### config.mk
export PLATFORM = sky130hd
export DESIGN_NAME = fetch_unit
export DESIGN_NICKNAME = d
export VERILOG_FILES = /design/src/rtl/risc_pkg.sv /design/src/rtl/fetch_unit.sv
export SDC_FILE = /design/constraint.sdc
export NUM_CORES = 1
export LEC_CHECK = 0
export BUFFER_PORTS_ARGS = -buffer_cell sky130_fd_sc_hd__buf_2
export CAP_MARGIN = 10
export CELL_PAD_IN_SITES_DETAIL_PLACEMENT = 2
export CELL_PAD_IN_SITES_GLOBAL_PLACEMENT = 2
export CORE_MARGIN = 1
export CORE_UTILIZATION = 34
export CTS_CLUSTER_DIAMETER = 200
export DETAILED_ROUTE_END_ITERATION = 8
export PLACE_DENSITY_LB_ADDON = 0.2
export SLEW_MARGIN = 5
export SYNTH_ARGS = -nofsm -noshare
export SYNTH_HDL_FRONTEND = slang
export SYNTH_SLANG_ARGS = --single-unit
### constraint.sdc
create_clock -name clk -period 7.32 [get_ports clk]
set_input_delay 2.196 -clock clk [delete_from_list [all_inputs] [get_ports clk]]
set_output_delay 2.196 -clock clk [all_outputs]
set_load 0.005 [all_outputs]
### src/rtl/risc_pkg.sv
// risc_pkg: shared widths, opcodes, halt marker and fetch FSM states for the Risc core
package risc_pkg;

  localparam int ADDR_W  = 32;
  localparam int INSTR_W = 32;

  localparam logic [INSTR_W-1:0] HALT_WORD = 32'hFFFF_FFFF;

  typedef enum logic [3:0] {
    OP_NOP,
    OP_ADD,
    OP_SUB,
    OP_AND,
    OP_OR,
    OP_LD,
    OP_ST,
    OP_BZ,
    OP_JMP
  } opcode_t;

  typedef enum logic [1:0] {
    F_IDLE,
    F_RUN,
    F_DRAIN,
    F_HALTED
  } fetch_state_t;

  // Word-address increment; wraps silently at the top of the address space.
  function automatic logic [ADDR_W-1:0] pc_next(input logic [ADDR_W-1:0] pc);
    return pc + ADDR_W'(1);
  endfunction

endpackage

### src/rtl/fetch_unit.sv
// fetch_unit: PC ownership, 1-cycle imem read, registered {ir,pc} delivery and halt detection
module fetch_unit
  import risc_pkg::*;
#(
  parameter logic [ADDR_W-1:0]  RESET_PC     = '0,
  parameter logic [INSTR_W-1:0] HALT_WORD    = risc_pkg::HALT_WORD,
  parameter logic [3:0]         DRAIN_CYCLES = 4'd4
) (
  input  logic               clk,
  input  logic               rst_n,
  input  logic               en,
  input  logic               stall,
  input  logic               redirect,
  input  logic [ADDR_W-1:0]  redirect_pc,
  output logic [ADDR_W-1:0]  im_addr,
  output logic               im_oen,
  output logic               im_wen,
  input  logic [INSTR_W-1:0] im_dataout,
  output logic               if_valid,
  output logic [INSTR_W-1:0] if_ir,
  output logic [ADDR_W-1:0]  if_pc,
  output logic               halt
);

  fetch_state_t      state, state_nx;
  logic [ADDR_W-1:0] fetch_pc, req_pc;
  logic              req_valid;
  logic [3:0]        drain_cnt;
  logic              run, drain, freeze, start, do_redir, do_adv, capture;

  // Decode this cycle's action and the next FSM state; redirect beats freeze beats advance.
  always_comb begin
    run      = state == F_RUN;
    drain    = state == F_DRAIN;
    freeze   = stall | ~en;
    start    = (state == F_IDLE) & en;
    do_redir = (run | drain) & redirect;
    do_adv   = run & ~redirect & ~freeze;
    capture  = do_adv & req_valid & (im_dataout == HALT_WORD);
    state_nx = start ? F_RUN :
               capture ? F_DRAIN :
               do_redir ? F_RUN :
               (drain && drain_cnt <= 4'd1) ? F_HALTED : state;
  end

  // Re-presenting req_pc while frozen keeps im_dataout valid for the release cycle.
  assign im_addr = do_redir ? redirect_pc : (run & freeze) ? req_pc : fetch_pc;
  assign im_oen  = ~(run | do_redir);
  assign im_wen  = 1'b1;
  assign halt    = state == F_HALTED;

  // FSM state register.
  always_ff @(posedge clk or negedge rst_n) begin
    if (!rst_n) state <= F_IDLE;
    else        state <= state_nx;
  end

  // Drain counter: loaded on halt capture, cleared on wrong-path recovery.
  always_ff @(posedge clk or negedge rst_n) begin
    if (!rst_n)        drain_cnt <= '0;
    else if (capture)  drain_cnt <= DRAIN_CYCLES;
    else if (do_redir) drain_cnt <= '0;
    else if (drain)    drain_cnt <= drain_cnt - 4'd1;
  end

  // Fetch pipeline: fetch_pc -> req_pc (in memory) -> if_* (to decode).
  always_ff @(posedge clk or negedge rst_n) begin
    if (!rst_n) begin
      fetch_pc  <= '0;
      req_pc    <= '0;
      req_valid <= 1'b0;
      if_valid  <= 1'b0;
      if_ir     <= '0;
      if_pc     <= '0;
    end else if (start) begin
      fetch_pc  <= RESET_PC;
      req_valid <= 1'b0;
    end else if (do_redir) begin
      if_valid  <= 1'b0;
      req_pc    <= redirect_pc;
      req_valid <= 1'b1;
      fetch_pc  <= pc_next(redirect_pc);
    end else if (do_adv) begin
      if_ir     <= im_dataout;
      if_pc     <= req_pc;
      if_valid  <= req_valid & ~capture;
      req_pc    <= fetch_pc;
      req_valid <= 1'b1;
      fetch_pc  <= pc_next(fetch_pc);
    end
  end

endmodule

==> metrics.yaml, run 1 <==
floorplan.io_pins: 169
cts_setup_buffers: 0
dr.first_iter.drc_count: 375
cp.arrival_ns: 3.77
dpl.hpwl_mm: 19.3
die_height_um: 152
cp.required_ns: 5.12
antenna_cells: 0
hold_viol_final: 0
worst_hold_margin_ns: 0.472
cts_buffers: 17
worst_ir_drop_vdd_v: 0.000140
critical_path.cell_chain: "buf_2 > inv_1 > o21ai_4 > buf_4 > mux2i_1 > o21ai_0 > buf_2"
post_route_cells_drive_above_1_share_pct: 21.7
die_x_um: 152
vias: 7622
groute.layer.met3.usage_pct: 3.78
grt.met1_usage_pct: 32.5
detailed_route_vias_per_instance: 5.56
outcome: "complete, but fails checks"
synth-seq-cells: 136
worstHoldPathType: "flip-flop to flip-flop"
floorplan.initialDensity_pct: 34.9
postCtsHoldBufs: 0
dieArea_um2: 23200
p_leak_nw: 4.48
power_per_cell_area_nw_per_um2: 243
clock_insertion_delay_worst_skew_ns: 0.42
vias_in_the_first_global_route: 8272
worstSetupStartpointType: "primary input"
synthDistinctLibCells: 66
global_route.peak_usage_layer: "met2"
worst_pin_slew_ns: 0.945
detail-route-antenna-nets: 0
min_cycle_time_layout_ns: 5.96
numPortBuffers: 167
end_kind: "output port"
finalClockSkew_ns: 0.0125
critPathSlowestCell: "sky130_fd_sc_hd__buf_4"
setup-tns-final_ns: 0
yosys_most_used_dff: "sky130_fd_sc_hd__dfrtp_1"
max_stage_delay_ns: 0.42
post_synth_edffs: 0
root_buffer: "sky130_fd_sc_hd__clkbuf_16"
ys_seq_area_share_pct: 44.2
synth_fp_nets: 1009
wl_per_cell_um: 21.1
max_cap_viol_count: 0
async_reset_ff_share_pct: 100
synth-simple-area-share_pct: 26.4
clock_tree.htree_level_count: 4
violations: "DRC"
synthToLayoutAreaGrowth_pct: 21.7
design.final.nets: 1153
cpMostUsedCell: "sky130_fd_sc_hd__buf_2"
slew-limit-headroom_pct: 36.2
worst_setup_hold_path_clk_slew_ns: 0.06
syn_area_um2: 7690
synth.avg_cell_area_um2: 8.24
finalSetupViolations: 0
maximum_number_of_pins_on_one_net_before_global_route_repair: 84
grt.met2_usage_pct: 44.7
cts_resized: 0
synth_cells: 934
final_max_slew_viol_count: 0
core_area_um2: 22000
synthXorXnorAreaFrac_pct: 3.07
critPathKind: "primary input to output port"
number_of_antenna_violations_at_the_first_check_in_global_routing: 0
drtPass1Iterations: 6
finalWeightedCongestion: 0.772
setup_repair_after_global_routing_missed_its_margin: "no"
placementRows: 54
critPathMaxFanout: 15
post_synth_fa_ha_maj_area_fraction_pct: 0.976
achievable-frequency_ghz: 0.168
cts_tree: "yes"
synth-compound-area-share_pct: 16.0
ratio_of_final_minimum_period_to_clock_period_pct: 81.4
max-clock-path-buffers: 2
synth.yosys.warnings: 0
overflow: 0
groute.usage.overall_pct: 25.6
routed_wirelength_mm: 28.9
dominant_combinational_cell_family_by_area_after_synthesis: "simple AND/OR/NAND/NOR gates"
global_route_wire_length_before_repair_mm: 46.7
drc_errors: 10
cts_sinks: 136
synthMuxAreaShare_pct: 5.11
==> where the power goes <==
part           internal (mW)  switching [mW]  total, mW
clock                  0.506           0.366      0.871
sequential             0.862           0.101      0.963
combinational          0.178           0.263      0.442
==> routing by layer <==
metal | vias to the layer above | wire length [µm] | share of wire, %
li1 | 3512 | - | -
met1 | 3904 | 12800 | 44
met2 | 162 | 14600 | 51
met3 | 44 | 975 | 3.4
met4 | 0 | 567 | 2.0
met5 | - | 0 | 0
==> through the flow <==
step / cells / util, % / setup slack [ns] / area (µm²) / total power [mW]
after detailed placement: 1339 / 39.9 / 1.34 / 8780 / 1.42
final: 1371 / 42.5 / 1.36 / 9360 / 2.28
after global placement: 1339 / 39.9 / 1.41 / 8780 / 1.40
after CTS: 1371 / 42.5 / 1.30 / 9360 / 2.31
after global routing: 1371 / 42.5 / 1.26 / 9360 / 2.39
after floorplan: 934 / - / 1.34 / 7690 / 1.18
==> cell type report <==
| type | count | area, µm² |
|---|---|---|
| sequential | 136 | 3400 |
| inverter | 9 | 33.8 |
| timing repair buffer | 184 | 982 |
| tap | 280 | 350 |
| clock inverter | 13 | 146 |
| multi-input combinational | 730 | 4020 |
| clock buffer | 19 | 433 |
| fill | 2537 | 12700 |
==> synth_stat cells (8+ instances only) <==
library cell | count | area share [%]
sky130_fd_sc_hd__nand2_1 | 315 | 15
sky130_fd_sc_hd__a31oi_1 | 25 | 2.0
sky130_fd_sc_hd__nand4_1 | 28 | 2.3
sky130_fd_sc_hd__xor2_1 | 13 | 1.5
sky130_fd_sc_hd__buf_2 | 16 | 1.0
sky130_fd_sc_hd__a21oi_1 | 19 | 1.2
sky130_fd_sc_hd__inv_1 | 9 | 0.44
sky130_fd_sc_hd__a21boi_0 | 8 | 0.78
sky130_fd_sc_hd__xnor2_1 | 14 | 1.6
sky130_fd_sc_hd__nand3_1 | 12 | 0.78
sky130_fd_sc_hd__nor4_1 | 8 | 0.65
sky130_fd_sc_hd__dfrtp_1 | 136 | 44
sky130_fd_sc_hd__mux2i_1 | 37 | 4.8
sky130_fd_sc_hd__nor2_1 | 50 | 2.4
sky130_fd_sc_hd__o21ai_0 | 80 | 5.2
sky130_fd_sc_hd__clkbuf_1 | 31 | 1.5
sky130_fd_sc_hd__nor3_1 | 14 | 0.91
==> cell families (layout without fill, tap and decap cells) <==
logic type,count (synthesis),after routing
muxes,39,39
adders and majority gates,6,6
DFF,136,136
and+or+nand+nor,461,461
buffers and inverters,68,225
AOI/OAI and AO/OA,196,196
other,1,1
xor gates and xnor gates,27,27
==> critical path, delay by kind of cell <==
kind / cells / cell delay, ns
multiplexers: 1 / 0.26
AO/OA/AOI/OAI: 2 / 0.48
buffers and inverters: 4 / 0.82
==> flip-flops by register name, indices dropped and copies added, names as in the netlist <==
| name | cells |
|---|---|
| drain_cnt | 4 |
| fetch_pc | 32 |
| if_ir | 32 |
| if_pc | 32 |
| if_valid | 1 |
| req_pc | 32 |
| req_valid | 1 |
| state | 2 |
==> placed cells by master, fill, tap and decap left out, types with 9 or more instances in the layout <==
cell type	instances
sky130_fd_sc_hd__dfrtp_1	136
sky130_fd_sc_hd__nor3_1	14
sky130_fd_sc_hd__buf_4	16
sky130_fd_sc_hd__a21oi_1	19
sky130_fd_sc_hd__nand4_1	28
sky130_fd_sc_hd__nor2_1	49
sky130_fd_sc_hd__inv_1	9
sky130_fd_sc_hd__xnor2_1	14
sky130_fd_sc_hd__a31oi_1	25
sky130_fd_sc_hd__nand2_1	314
sky130_fd_sc_hd__nand3_1	12
sky130_fd_sc_hd__clkbuf_16	17
sky130_fd_sc_hd__o21ai_0	80
sky130_fd_sc_hd__mux2i_1	37
sky130_fd_sc_hd__xor2_1	13
sky130_fd_sc_hd__buf_2	166
==> final timing paths <==
path	cells past startpoint	to	start	slack, ns
max	7	im_addr[26]	en	1.36
min in group asynchronous	1	if_ir[22]	rst_n	1.80
max reg2reg	11	fetch_pc[22]	state[0]	3.01
max in group asynchronous	2	if_ir[18]	rst_n	4.16
min reg2reg	2	if_ir[29]	if_ir[29]	0.47
min	2	if_ir[29]	if_ir[29]	0.47
Power figures use the tool's default switching activity.
==> inputs of run 2 (changes only) <==
Settings changed: ABC_AREA set to 1, CORE_UTILIZATION 34 to 27.
Clock period 7.32 ns to 5.11 ns, I/O delays scaled along.
==> run 2 against run 1 <==
The run now ends clean. Non-clock buffer count is 5 lower. Register-to-register slack worse by 0.97 ns. Final area is 0.45% lower. Count of clock-buffer cells in the layout is 2 lower. Synthesized area is 1.9% lower. Via count is 2.8% lower. Clock skew is 0.0025 ns higher. Utilization is 8.2 points lower.
==> metrics.yaml, run 2 <==
outcome: "finished clean"
critPathTopFamily: "buffers and inverters"
synthToLayoutAreaGrowth_pct: 23.4
clock_tree.htree_level_count: 4  # unchanged
groute.usage.overall_pct: 20.1  # -5.4 points
worst_hold_margin_ns: 0.466  # -0.00566 ns
root_buffer: "sky130_fd_sc_hd__clkbuf_16"
cts_sinks: 136  # unchanged
synth_fp_nets: 1111  # +10%
synth-seq-cells: 136  # unchanged
dominant_combinational_cell_family_by_area_after_synthesis: "simple AND/OR/NAND/NOR gates"
number_of_antenna_violations_at_the_first_check_in_global_routing: 1  # +1
cp.required_ns: 3.58  # -1.54 ns
reg2regPathDepth: 14  # +3
global_route_wire_length_before_repair_mm: 44.7  # -4.3%
async_reset_ff_share_pct: 100  # unchanged
min_cycle_time_layout_ns: 4.49
grt.met2_usage_pct: 35.3  # -9.3 points
cp_num_buf_inv: 4  # unchanged
critPathSlowestCell: "sky130_fd_sc_hd__inv_1"
antenna_cells: 0  # unchanged
synthXorXnorAreaFrac_pct: 0.116  # -3.0 points
end_kind: "output port"
synth_cells: 1036  # +11%
synth-simple-area-share_pct: 30.5  # +4.1 points
groute.layer.met3.usage_pct: 3.38  # -0.40 points
drc_errors: 0  # -10
dr.first_iter.drc_count: 334  # -11%
dpl.hpwl_mm: 19.9  # +3.5%
cp-startpoint: "en"
setup-tns-final_ns: 0  # unchanged
floorplan.io_pins: 169  # unchanged
yosys_most_used_dff: "sky130_fd_sc_hd__dfrtp_1"
global_route.peak_usage_layer: "met2"
ys_seq_area_share_pct: 45.1  # +0.84 points
dieArea_um2: 28600  # +23%
floorplan.initialDensity_pct: 27.8  # -7.1 points
critical_path.cell_chain: "buf_2 > inv_1 > nor2_1 > nor2_4 > inv_1 > nand2_1 > a31oi_1 > buf_2"
finalSetupViolations: 0  # unchanged
cts_buffers: 17  # unchanged
routed_wirelength_mm: 27.7  # -4.1%
cts_setup_buffers: 0  # unchanged
post-place-cells: 1539  # +15%
critical_path_depth: 8  # +1
worst_setup_hold_path_clk_slew_ns: 0.08  # +0.02 ns
post_synth_fa_ha_maj_area_fraction_pct: 0.994  # +0.019 points
vias: 7412  # -2.8%
netlist.area_leader.share_pct: 45.1  # +0.84 points
synthDistinctLibCells: 39  # -41%
worstSetupStartpointType: "primary input"
core_area_um2: 27200  # +23%
slew-limit-headroom_pct: 42.9  # +6.7 points
final_max_slew_viol_count: 0  # unchanged
syn_area_um2: 7550  # -1.9%
post_synth_edffs: 0  # unchanged
synthMuxAreaShare_pct: 0  # -5.1 points
cts_tree: "yes"
final_common_cell: "sky130_fd_sc_hd__nand2_1"
placementRows: 60  # +11%
overflow: 0  # unchanged
synth-compound-area-share_pct: 12.8  # -3.2 points
worst_pin_slew_ns: 0.855  # -0.0895 ns
critPathMaxFanout: 14  # -1
synth.yosys.warnings: 0  # unchanged
place_area_um2: 8740  # -0.50%
hold-path-cell-count: 2  # unchanged
ratio_of_final_minimum_period_to_clock_period_pct: 87.9
mostFrequentLayoutCells: "308 x sky130_fd_sc_hd__nand2_1, 166 x sky130_fd_sc_hd__buf_2, 137 x sky130_fd_sc_hd__inv_1"
die_x_um: 169  # +11%
stdcell_area_um2: 9320  # -0.45%
max-clock-path-buffers: 2  # unchanged
regToRegSetupSlack_ns: 2.04  # -0.97 ns
design.final.nets: 1261  # +9.4%
worstHoldPathType: "flip-flop to flip-flop"
vias_in_the_first_global_route: 8160  # -1.4%
die_height_um: 169  # +11%
post-synth-top-count-cell: "sky130_fd_sc_hd__nand2_1"
postCtsHoldBufs: 0  # unchanged
largest_cells_by_area_after_synthesis: "sky130_fd_sc_hd__dfrtp_1 45%, sky130_fd_sc_hd__nand2_1 15%, sky130_fd_sc_hd__inv_1 6.8%, sky130_fd_sc_hd__o21ai_0 6.0%, sky130_fd_sc_hd__nand3_1 5.1%"
clock_insertion_delay_worst_skew_ns: 0.44  # +0.02 ns
layout_setup_ws_ns: 0.618  # -0.741 ns
detailed_route_vias_per_instance: 4.72  # -15%
p_leak_nw: 4.94  # +10%
synth_area_leader_cell: "sky130_fd_sc_hd__dfrtp_1"
max_cap_viol_count: 0  # unchanged
power_per_cell_area_nw_per_um2: 273  # +12%
maximum_number_of_pins_on_one_net_before_global_route_repair: 79  # -6.0%
worst_setup_timing_slack_at_the_placement_stage_ns: 0.609  # -0.726 ns
worst_ir_drop_vdd_v: 0.000151  # +8.2%
finalClockSkew_ns: 0.0150  # +0.00246 ns
worstHoldEndpoint: "if_ir[22]"
worstReg2RegStart: "state[0]"
achievable-frequency_ghz: 0.223
max_stage_delay_ns: 0.42  # about the same
hold_viol_final: 0  # unchanged
layoutNonFillerInstCount: 1571  # +15%
timing.rr.end: "fetch_pc[30]"
finalWeightedCongestion: 0.778  # +0.78%
detail-route-antenna-nets: 0  # unchanged
critPathKind: "primary input to output port"
drtPass1Iterations: 5  # -1
wl_per_cell_um: 17.6  # -16%
post_route_cells_drive_above_1_share_pct: 21.2  # -0.54 points
synth.avg_cell_area_um2: 7.29  # -12%
numPortBuffers: 167  # unchanged
startpoint_of_the_worst_hold_path: "if_ir[22]"
netlist_top_cells_count: "309 x sky130_fd_sc_hd__nand2_1, 137 x sky130_fd_sc_hd__inv_1, 136 x sky130_fd_sc_hd__dfrtp_1, 90 x sky130_fd_sc_hd__o21ai_0, 79 x sky130_fd_sc_hd__nor2_1"
cp.arrival_ns: 2.96  # -0.81 ns
cts_resized: 0  # unchanged
setup_repair_after_global_routing_missed_its_margin: "no"
grt.met1_usage_pct: 25.5  # -7.1 points
-- run 2: cell types whose count changed after synthesis, sizes merged, moves of 12 or more --
cell	previous run	this run
nor2	50	98
a31oi	25	9
xor2	13	1
o21a	4	21
nand3	13	80
inv	9	141
xnor2	14	0
mux2i	37	0
nand4	29	15
-- run 2: tightest hold or removal path, stage by stage, from the launching register on --
cell,delay (ns)
sky130_fd_sc_hd__dfrtp_1,0.34
sky130_fd_sc_hd__nand2_1,0.05
sky130_fd_sc_hd__nand2_1,0.04
-- run 2: cell type report --
class	instances	area [µm²]
inverters	142	533
clock buffers	17	425
fillers	3271	17900
well taps	372	465
flip-flops and latches	136	3400
multi-input cells	710	3370
clock inverters	15	155
repair buffers	179	970
-- run 2: report_power, final --
group          total (mW)  switching [mW]  internal [mW]
Clock                1.26           0.570          0.691
Combinational       0.170           0.111         0.0598
Sequential           1.11          0.0120           1.10
Total                2.54           0.693           1.85
-- run 2: worst max-delay path by stage --
stage / to / slack (ns)
2_1_floorplan: im_addr[0] / 1.01
3_3_place_gp: im_addr[16] / 0.65
3_5_place_dp: im_addr[16] / 0.61
4_1_cts: im_addr[16] / 0.60
5_1_grt: im_addr[29] / 0.50
6_report: im_addr[16] / 0.62
-- run 2: layer usage --
metal	share of wire, %	vias up
met4	1.4	0
met2	48	144
met1	46	3662
met3	3.7	24
li1	-	3582
met5	0	-
-- run 2: cell families (layout without fill, tap and decap cells) --
kind of cell	count (synthesis)	in the layout
and+or+nand+nor	529	529
DFF	136	136
AOI/OAI and AO/OA	173	173
adders and majority gates	6	6
buffers and inverters	190	353
other	1	1
xor gates and xnor gates	1	1
-- run 2: metrics by stage --
stage / utilization, % / power [mW]
floorplan: - / 1.20
global placement: 32.2 / 1.30
detailed placement: 32.2 / 1.31
CTS: 34.3 / 2.58
global route: 34.3 / 2.63
finish: 34.3 / 2.54
